`config.mk`:
```
export PLATFORM = sky130hd
export DESIGN_NAME = golay_stream_decoder
export DESIGN_NICKNAME = d
export VERILOG_FILES = /design/src/rtl/golay_pkg.sv /design/src/rtl/golay_lane_dec.sv /design/src/rtl/golay_stream_decoder.sv
export SDC_FILE = /design/constraint.sdc
export NUM_CORES = 1
export LEC_CHECK = 0
export CAP_MARGIN = 30
export CORE_UTILIZATION = 55
export CTS_CLUSTER_DIAMETER = 50
export DETAILED_ROUTE_END_ITERATION = 10
export DONT_BUFFER_PORTS = 1
export GPL_TIMING_DRIVEN = 0
export PLACE_DENSITY = 0.82
export SYNTH_ARGS = -nofsm -noshare
export SYNTH_HDL_FRONTEND = slang
export SYNTH_SLANG_ARGS = --single-unit
```
`constraint.sdc`:
```
create_clock -name CLK -period 12.3 [get_ports CLK]
set_input_delay 3.69 -clock CLK [delete_from_list [all_inputs] [get_ports CLK]]
set_output_delay 3.69 -clock CLK [all_outputs]
set_load 0.02 [all_outputs]
```
`src/rtl/golay_pkg.sv`:
```
// Shared constants, types and helpers for the extended Golay(24,12) stream decoder.
// Vectors are row vectors whose element 0 sits in the MSB.
package golay_pkg;

  localparam int unsigned DW = 12;
  localparam int unsigned CW = 24;

  // Symmetric and self-inverse (B * B^T = I), so t = s * B needs no transpose.
  localparam logic [DW-1:0] GolayB [DW] = '{
    12'hDC5, 12'hB8B, 12'h717, 12'hE2D, 12'hC5B, 12'h8B7,
    12'h16F, 12'h2DD, 12'h5B9, 12'hB71, 12'h6E3, 12'hFFE
  };

  typedef struct packed {
    logic [DW-1:0] data;
    logic [DW-1:0] parity;
    logic          good;
    logic          bad;
  } lane_res_t;

  function automatic logic [3:0] weight(input logic [DW-1:0] v);
    logic [3:0] w;
    w = '0;
    for (int unsigned i = 0; i < DW; i++) w = w + 4'(v[i]);
    return w;
  endfunction

  function automatic logic [DW-1:0] unit_vec(input int unsigned i);
    return {1'b1, {(DW-1){1'b0}}} >> i;
  endfunction

  // Vector-matrix product over GF(2).
  function automatic logic [DW-1:0] gmul(input logic [DW-1:0] v);
    logic [DW-1:0] r;
    r = '0;
    for (int unsigned i = 0; i < DW; i++) begin
      if (v[DW-1-i]) r = r ^ GolayB[i];
    end
    return r;
  endfunction

endpackage

```
`src/rtl/golay_lane_dec.sv`:
```
// One lane: registers the received word, decodes it in a single comb step, then
// delays the result so the whole lane spans LAT register stages alongside its valid bit.
module golay_lane_dec
  import golay_pkg::*;
#(
  parameter int unsigned LAT = 5
) (
  input  logic           clk_i,
  input  logic           rst_ni,
  input  logic           valid_i,
  input  logic           mode_i,
  input  logic [DW-1:0]  data_i,
  input  logic [DW-1:0]  parity_i,
  output logic [LAT-1:0] vld_o,
  output lane_res_t      res_o
);

  logic [DW-1:0]  data_q, data_d, par_q, par_d;
  logic           mode_q, mode_d;
  logic [LAT-1:0] vld_q, vld_d;
  lane_res_t      res_q [LAT-1];
  lane_res_t      res_d [LAT-1];

  logic [DW-1:0]  syn, tsyn, err_d, err_p;
  logic           found;
  lane_res_t      dec;

  always_comb begin
    syn   = par_q ^ gmul(data_q);
    tsyn  = gmul(syn);
    found = 1'b0;
    err_d = '0;
    err_p = '0;
    if (weight(syn) <= 4'd3) begin
      found = 1'b1;
      err_p = syn;
    end
    for (int unsigned i = 0; i < DW; i++) begin
      if (!found && weight(syn ^ GolayB[i]) <= 4'd2) begin
        found = 1'b1;
        err_d = unit_vec(i);
        err_p = syn ^ GolayB[i];
      end
    end
    if (!found && weight(tsyn) <= 4'd3) begin
      found = 1'b1;
      err_d = tsyn;
    end
    for (int unsigned i = 0; i < DW; i++) begin
      if (!found && weight(tsyn ^ GolayB[i]) <= 4'd2) begin
        found = 1'b1;
        err_d = tsyn ^ GolayB[i];
        err_p = unit_vec(i);
      end
    end
    // Detect-only mode and uncorrectable words both pass the raw word.
    dec.good   = (syn == '0);
    dec.bad    = !found;
    dec.data   = (mode_q && found) ? (data_q ^ err_d) : data_q;
    dec.parity = (mode_q && found) ? (par_q ^ err_p) : par_q;
  end

  always_comb begin
    data_d   = data_i;
    par_d    = parity_i;
    mode_d   = mode_i;
    vld_d    = {vld_q[LAT-2:0], valid_i};
    res_d[0] = dec;
    for (int unsigned k = 1; k < LAT-1; k++) res_d[k] = res_q[k-1];
  end

  always_ff @(posedge clk_i or negedge rst_ni) begin
    if (!rst_ni) begin
      data_q <= '0;
      par_q  <= '0;
      mode_q <= 1'b0;
      vld_q  <= '0;
      for (int unsigned k = 0; k < LAT-1; k++) res_q[k] <= '0;
    end else begin
      data_q <= data_d;
      par_q  <= par_d;
      mode_q <= mode_d;
      vld_q  <= vld_d;
      for (int unsigned k = 0; k < LAT-1; k++) res_q[k] <= res_d[k];
    end
  end

  assign vld_o = vld_q;
  assign res_o = res_q[LAT-2];

endmodule

```
`src/rtl/golay_stream_decoder.sv`:
```
// Multi-lane Golay(24,12) stream decoder: lane pipelines feed a credit-managed
// first-word-fall-through FIFO; saturating correction statistics are kept at write time.
module golay_stream_decoder
  import golay_pkg::*;
#(
  parameter int unsigned NLANES     = 1,
  parameter int unsigned LAT        = 5,
  parameter int unsigned FIFO_DEPTH = 8,
  parameter int unsigned CNT_W      = 16
) (
  input  logic                 CLK,
  input  logic                 RST_N,
  input  logic                 CORRECT_EN,
  input  logic                 IN_VALID,
  output logic                 IN_READY,
  input  logic [DW*NLANES-1:0] IN_DATA,
  input  logic [DW*NLANES-1:0] IN_PARITY,
  output logic                 OUT_VALID,
  input  logic                 OUT_READY,
  output logic [DW*NLANES-1:0] OUT_DATA,
  output logic [DW*NLANES-1:0] OUT_PARITY,
  output logic [NLANES-1:0]    OUT_GOOD,
  output logic [NLANES-1:0]    OUT_BAD,
  input  logic                 CNT_CLR,
  output logic [CNT_W-1:0]     CORR_CNT,
  output logic [CNT_W-1:0]     UNCORR_CNT
);

  localparam int unsigned AW = $clog2(FIFO_DEPTH);
  localparam int unsigned FW = 2*DW*NLANES + 2*NLANES;
  localparam logic [AW:0] DepthW = FIFO_DEPTH[AW:0];

  logic [LAT-1:0] lane_vld [NLANES];
  lane_res_t      lane_res [NLANES];
  logic           accept, push, pop;
  logic [LAT-1:0] vld_all;
  logic [AW:0]    inflight;
  logic [FW-1:0]  push_word, head_word;
  logic [DW*NLANES-1:0] push_data, push_par;
  logic [NLANES-1:0]    push_good, push_bad;
  logic [CNT_W:0] n_corr, n_bad, corr_sum, bad_sum;

  logic [AW-1:0]  wptr_q, wptr_d, rptr_q, rptr_d;
  logic [AW:0]    cnt_q, cnt_d;
  logic           rdy_en_q, rdy_en_d;
  logic [CNT_W-1:0] corr_q, corr_d, unc_q, unc_d;
  logic [FW-1:0]  mem_q [FIFO_DEPTH];

  assign accept = IN_VALID & IN_READY;

  for (genvar k = 0; k < NLANES; k++) begin : g_lane
    golay_lane_dec #(
      .LAT(LAT)
    ) u_lane (
      .clk_i   (CLK),
      .rst_ni  (RST_N),
      .valid_i (accept),
      .mode_i  (CORRECT_EN),
      .data_i  (IN_DATA[DW*k +: DW]),
      .parity_i(IN_PARITY[DW*k +: DW]),
      .vld_o   (lane_vld[k]),
      .res_o   (lane_res[k])
    );
  end

  always_comb begin
    vld_all   = '1;
    inflight  = '0;
    n_corr    = '0;
    n_bad     = '0;
    push_data = '0;
    push_par  = '0;
    push_good = '0;
    push_bad  = '0;
    for (int unsigned k = 0; k < NLANES; k++) vld_all = vld_all & lane_vld[k];
    for (int unsigned s = 0; s < LAT; s++) begin
      if (vld_all[s]) inflight = inflight + 1'b1;
    end
    for (int unsigned k = 0; k < NLANES; k++) begin
      push_data[DW*k +: DW] = lane_res[k].data;
      push_par[DW*k +: DW]  = lane_res[k].parity;
      push_good[k]          = lane_res[k].good;
      push_bad[k]           = lane_res[k].bad;
      if (!lane_res[k].good && !lane_res[k].bad) n_corr = n_corr + 1'b1;
      if (lane_res[k].bad) n_bad = n_bad + 1'b1;
    end
  end

  assign push      = vld_all[LAT-1];
  assign push_word = {push_data, push_par, push_good, push_bad};
  assign OUT_VALID = (cnt_q != '0);
  assign pop       = OUT_VALID & OUT_READY;
  // Credits cover both buffered and in-flight beats, so a push never finds the FIFO full.
  assign IN_READY  = rdy_en_q && ((cnt_q + inflight) < DepthW);

  always_comb begin
    wptr_d   = push ? wptr_q + 1'b1 : wptr_q;
    rptr_d   = pop ? rptr_q + 1'b1 : rptr_q;
    cnt_d    = cnt_q;
    rdy_en_d = 1'b1;
    if (push && !pop) cnt_d = cnt_q + 1'b1;
    if (!push && pop) cnt_d = cnt_q - 1'b1;
    corr_sum = {1'b0, corr_q} + n_corr;
    bad_sum  = {1'b0, unc_q} + n_bad;
    corr_d   = corr_q;
    unc_d    = unc_q;
    if (CNT_CLR) begin
      corr_d = '0;
      unc_d  = '0;
    end else if (push) begin
      corr_d = corr_sum[CNT_W] ? '1 : corr_sum[CNT_W-1:0];
      unc_d  = bad_sum[CNT_W] ? '1 : bad_sum[CNT_W-1:0];
    end
  end

  always_ff @(posedge CLK or negedge RST_N) begin
    if (!RST_N) begin
      wptr_q   <= '0;
      rptr_q   <= '0;
      cnt_q    <= '0;
      rdy_en_q <= 1'b0;
      corr_q   <= '0;
      unc_q    <= '0;
    end else begin
      wptr_q   <= wptr_d;
      rptr_q   <= rptr_d;
      cnt_q    <= cnt_d;
      rdy_en_q <= rdy_en_d;
      corr_q   <= corr_d;
      unc_q    <= unc_d;
    end
  end

  always_ff @(posedge CLK) begin
    if (push) mem_q[wptr_q] <= push_word;
  end

  assign head_word = OUT_VALID ? mem_q[rptr_q] : '0;
  assign {OUT_DATA, OUT_PARITY, OUT_GOOD, OUT_BAD} = head_word;
  assign CORR_CNT   = corr_q;
  assign UNCORR_CNT = unc_q;

endmodule

```
==> summary.txt <==
STA
  – Slew Viols, Final: 0
  – Slew headroom: 28.43%
  – Fin Setup TNS: 0 ps
  – Worst slew pin tran: 1046 ps
  – Hold Vio Cnt, Final: 0
  – Setup violations, final: 0
  – Period utilization: 76.94%
  – Final Skew: 18.76 ps
  – RSZ-0062 raised after global routing: no
  – Max Freq: 105.7 MHz
  – Minimum clock period after layout: 9463 ps

GRT
  – Total gr overflow: 0
  – First-pass GRT wire length: 85350 µm
  – Grt met1 use: 33.72%
  – Vias in the first global route: 14.97k
  – Initial antenna violation count: 9
  – Met2 Use GR: 48.14%
  – Total GRT Usage: 27.10%
  – Largest net degree at the start of global routing: 178
  – Grt met3 use: 4.150%
  – Gr busiest metal: met2

Yosys
  – Synthesis-stage register bit count: 385
  – Syn_nets: 2056
  – Fraction of registers with async set/reset: 45.97%
  – Synth warn: 0
  – Avg Synthesized Cell Area: 13.00 µm²
  – Top-count cell post-synth: inv_1
  – Register area share after synthesis: 46.94%
  – Netlist Area Pre-Place: 0.02274 mm²
  – Post-synthesis instance total: 1749
  – Post-synth EDFFs: 208
  – Netlist cell types: 74
  – Top-area cell type share of the netlist area: 27.46%
  – Post-synth top flop: edfxtp_1
  – Area contributors post-synth: edfxtp_1, dfrtp_1, fa_1
  – Top post-synthesis cells by count: inv_1, edfxtp_1, dfrtp_1, fa_1, nor2_1
  – Area leader, netlist: edfxtp_1

Floorplanning
  – IO Count: 90
  – Die W: 205.3 µm
  – Starting Density: 55.70%
  – Cell Rows: 74
  – Core area: 0.04083 mm²
  – DIE AREA: 0.04217 mm²
  – Vert. Die Dim: 205.3 µm

Placed design
  – Dpl hpwl: 40240 µm
  – Placed cell area: 0.02391 mm²
  – IO Port Bufs: 0
  – Placer Congestion: 0.9353

CTS
  – Clock root cell: clkbuf_16
  – CTS Buffer Depth: 3
  – CTS tree: yes
  – CTS Sinks: 385
  – Clock-pin slew on the worst setup and hold paths: 70 ps
  – Gates resized, CTS repair: 0
  – H-tree depth: 2
  – CTS Buf Count: 36
  – Clock latency on the worst-skew pair: 520 ps
  – # hold bufs at CTS: 0
  – Setup Fix Bufs, Post-CTS: 0

Hold path
  – Hold crit path type: reg2reg

Outcome
  – Status: complete, no violations

Routing
  – Vias/cell: 5.968
  – Antenna Nets Post-Route: 0
  – DRT Pass-1 Iters: 7
  – DRC Markers: 0
  – DRT iter0 DRCs: 1154
  – Final WL: 55360 µm
  – Wire per inst: 23.23 µm
  – Via Count: 14.22k

Setup path
  – CP Cell Sequence: xor2_2 -> xnor3_1 -> xor2_1 -> inv_1 -> xnor2_1 -> xnor2_1 -> xor2_1 -> buf_4 -> inv_1 -> fa_1 -> fa_1 -> fa_1 -> fa_1 -> fa_1 -> inv_1 -> o22ai_1 -> a222oi_1 -> o311ai_0 -> nor2_1 -> nand3_2 -> nor3_1 -> nor4b_1 -> nor3_1 -> xor2_1
  – Internal reg-to-reg setup slack: 2840 ps
  – CP delay by family, top: XOR/XNOR gates
  – CP Class: reg2reg
  – Worst path slowest cell: xor2_1
  – Cell mode on critical path: fa_1
  – CP bufs+invs: 4
  – Startpoint class of the critical path: flop
  – Worst Path Max Fanout: 9
  – Max stage delay on crit path: 680 ps
  – Crit path required time: 12720 ps
  – Critical path arrival: 9880 ps
  – CP Capture Type: flop

Final layout
  – Area growth syn-to-layout: 10.68%
  – Post-route cell area: 0.02517 mm²
  – Post-layout net count: 2123
  – Layout cells sized above 1: 10.37%

Run
  – Max-capacitance violation count: 0
## through the flow
step	setup slack [ps]	cells	hold WS, ps	utilization (%)
2_1_floorplan	3353	1749	331.2	-
6_report	2837	2383	333.8	61.65
5_1_grt	2145	2378	344.3	61.62
4_1_cts	2649	2369	338.2	61.45
3_5_place_dp	2706	2305	334.7	58.55
3_3_place_gp	582.8	2281	331.8	57.33
## cell usage in the layout (no fill, tap or decap), types with 9 or more instances in the layout
cell       count
inv_1        221
edfxtp_1     208
dfrtp_1      177
fa_1         175
nor2_1       116
ha_1         102
xnor2_1       71
nand2_1       66
mux4_2        52
o21ai_0       45
nand3_1       44
clkbuf_1      39
clkbuf_16     37
mux2i_1       35
xor2_1        34
a21oi_1       29
nor3_1        28
a211oi_1      26
nor2b_1       25
nand4_1       25
and3_1        24
nand2b_1      16
xnor2_2       14
and2_1        12
a31oi_1       11
xnor3_1       10
nor4_1        10
buf_1         10
buf_8         10
diode_2        9
buf_6          9
## worst register-to-register path: stages (launching register included)
cell and delay, ps:
dfrtp_1 530, xor2_2 360, xnor3_1 560, xor2_1 680
inv_1 520, xnor2_1 330, xnor2_1 170, xor2_1 400
buf_4 290, inv_1 280, fa_1 640, fa_1 430
fa_1 460, fa_1 420, fa_1 400, inv_1 70
o22ai_1 130, a222oi_1 530, o311ai_0 380, nor2_1 340
nand3_2 300, nor3_1 520, nor4b_1 130, nor3_1 340
xor2_1 200
## final cells by class
class                           instances  area, µm²
Sequential cell                       385      10680
Timing Repair Buffer                   29      395.4
Fill cell                            3019      15660
Antenna cell                            9      22.52
Tap cell                              532      665.6
Inverter                              222      833.3
Clock inverter                         14      188.9
Clock buffer                           50      994.7
Multi-Input combinational cell       1097      11210
Buffer                                 45      183.9
## state kept, by name, indices dropped and copies added, names as in the netlist
| signal | cells |
|---|---|
| mem_q | 208 |
| g_lane.u_lane.vld_o | 5 |
| rptr_q | 3 |
| CORR_CNT | 16 |
| g_lane.u_lane.par_q | 12 |
| g_lane.u_lane.res_o | 26 |
| UNCORR_CNT | 16 |
| rdy_en_q | 1 |
| wptr_q | 3 |
| g_lane.u_lane.data_q | 12 |
| g_lane.u_lane.mode_q | 1 |
| g_lane.u_lane.res_d | 78 |
| cnt_q | 4 |
## worst paths after layout
| kind | start | to | cells past startpoint |
|---|---|---|---|
| min in group asynchronous | RST_N | CORR_CNT[9] | 0 |
| min | g_lane[0].u_lane.res_d[31] | g_lane[0].u_lane.res_d[5] | 0 |
| max | g_lane[0].u_lane.data_q[8] | g_lane[0].u_lane.res_d[74] | 24 |
| max reg2reg | g_lane[0].u_lane.data_q[8] | g_lane[0].u_lane.res_d[74] | 24 |
| min reg2reg | g_lane[0].u_lane.res_d[31] | g_lane[0].u_lane.res_d[5] | 0 |
| max in group asynchronous | RST_N | g_lane[0].u_lane.data_q[4] | 0 |
## routing by layer
layer,wire length (µm),part of all wire [%],vias up
li1,-,-,6229
met1,21200,38,7324
met2,29060,52,544
met3,3459,6.2,123
met4,1635,3.0,2
met5,9,0.016,-
## kinds of logic after synthesis
kind of cell / count (synthesis) / synth area share [%]
AOI/OAI and AO/OA: 173 / 5.111
muxes: 93 / 6.987
DFF: 385 / 46.94
xor gates and xnor gates: 134 / 6.068
other: 1 / 0.01649
buffers and inverters: 267 / 4.473
and+or+nand+nor: 419 / 9.386
adders and majority gates: 277 / 21.02
Power is left out: the tool's default activity adds up to more than one toggle a clock period on the data nets, which glitch-free logic cannot reach.
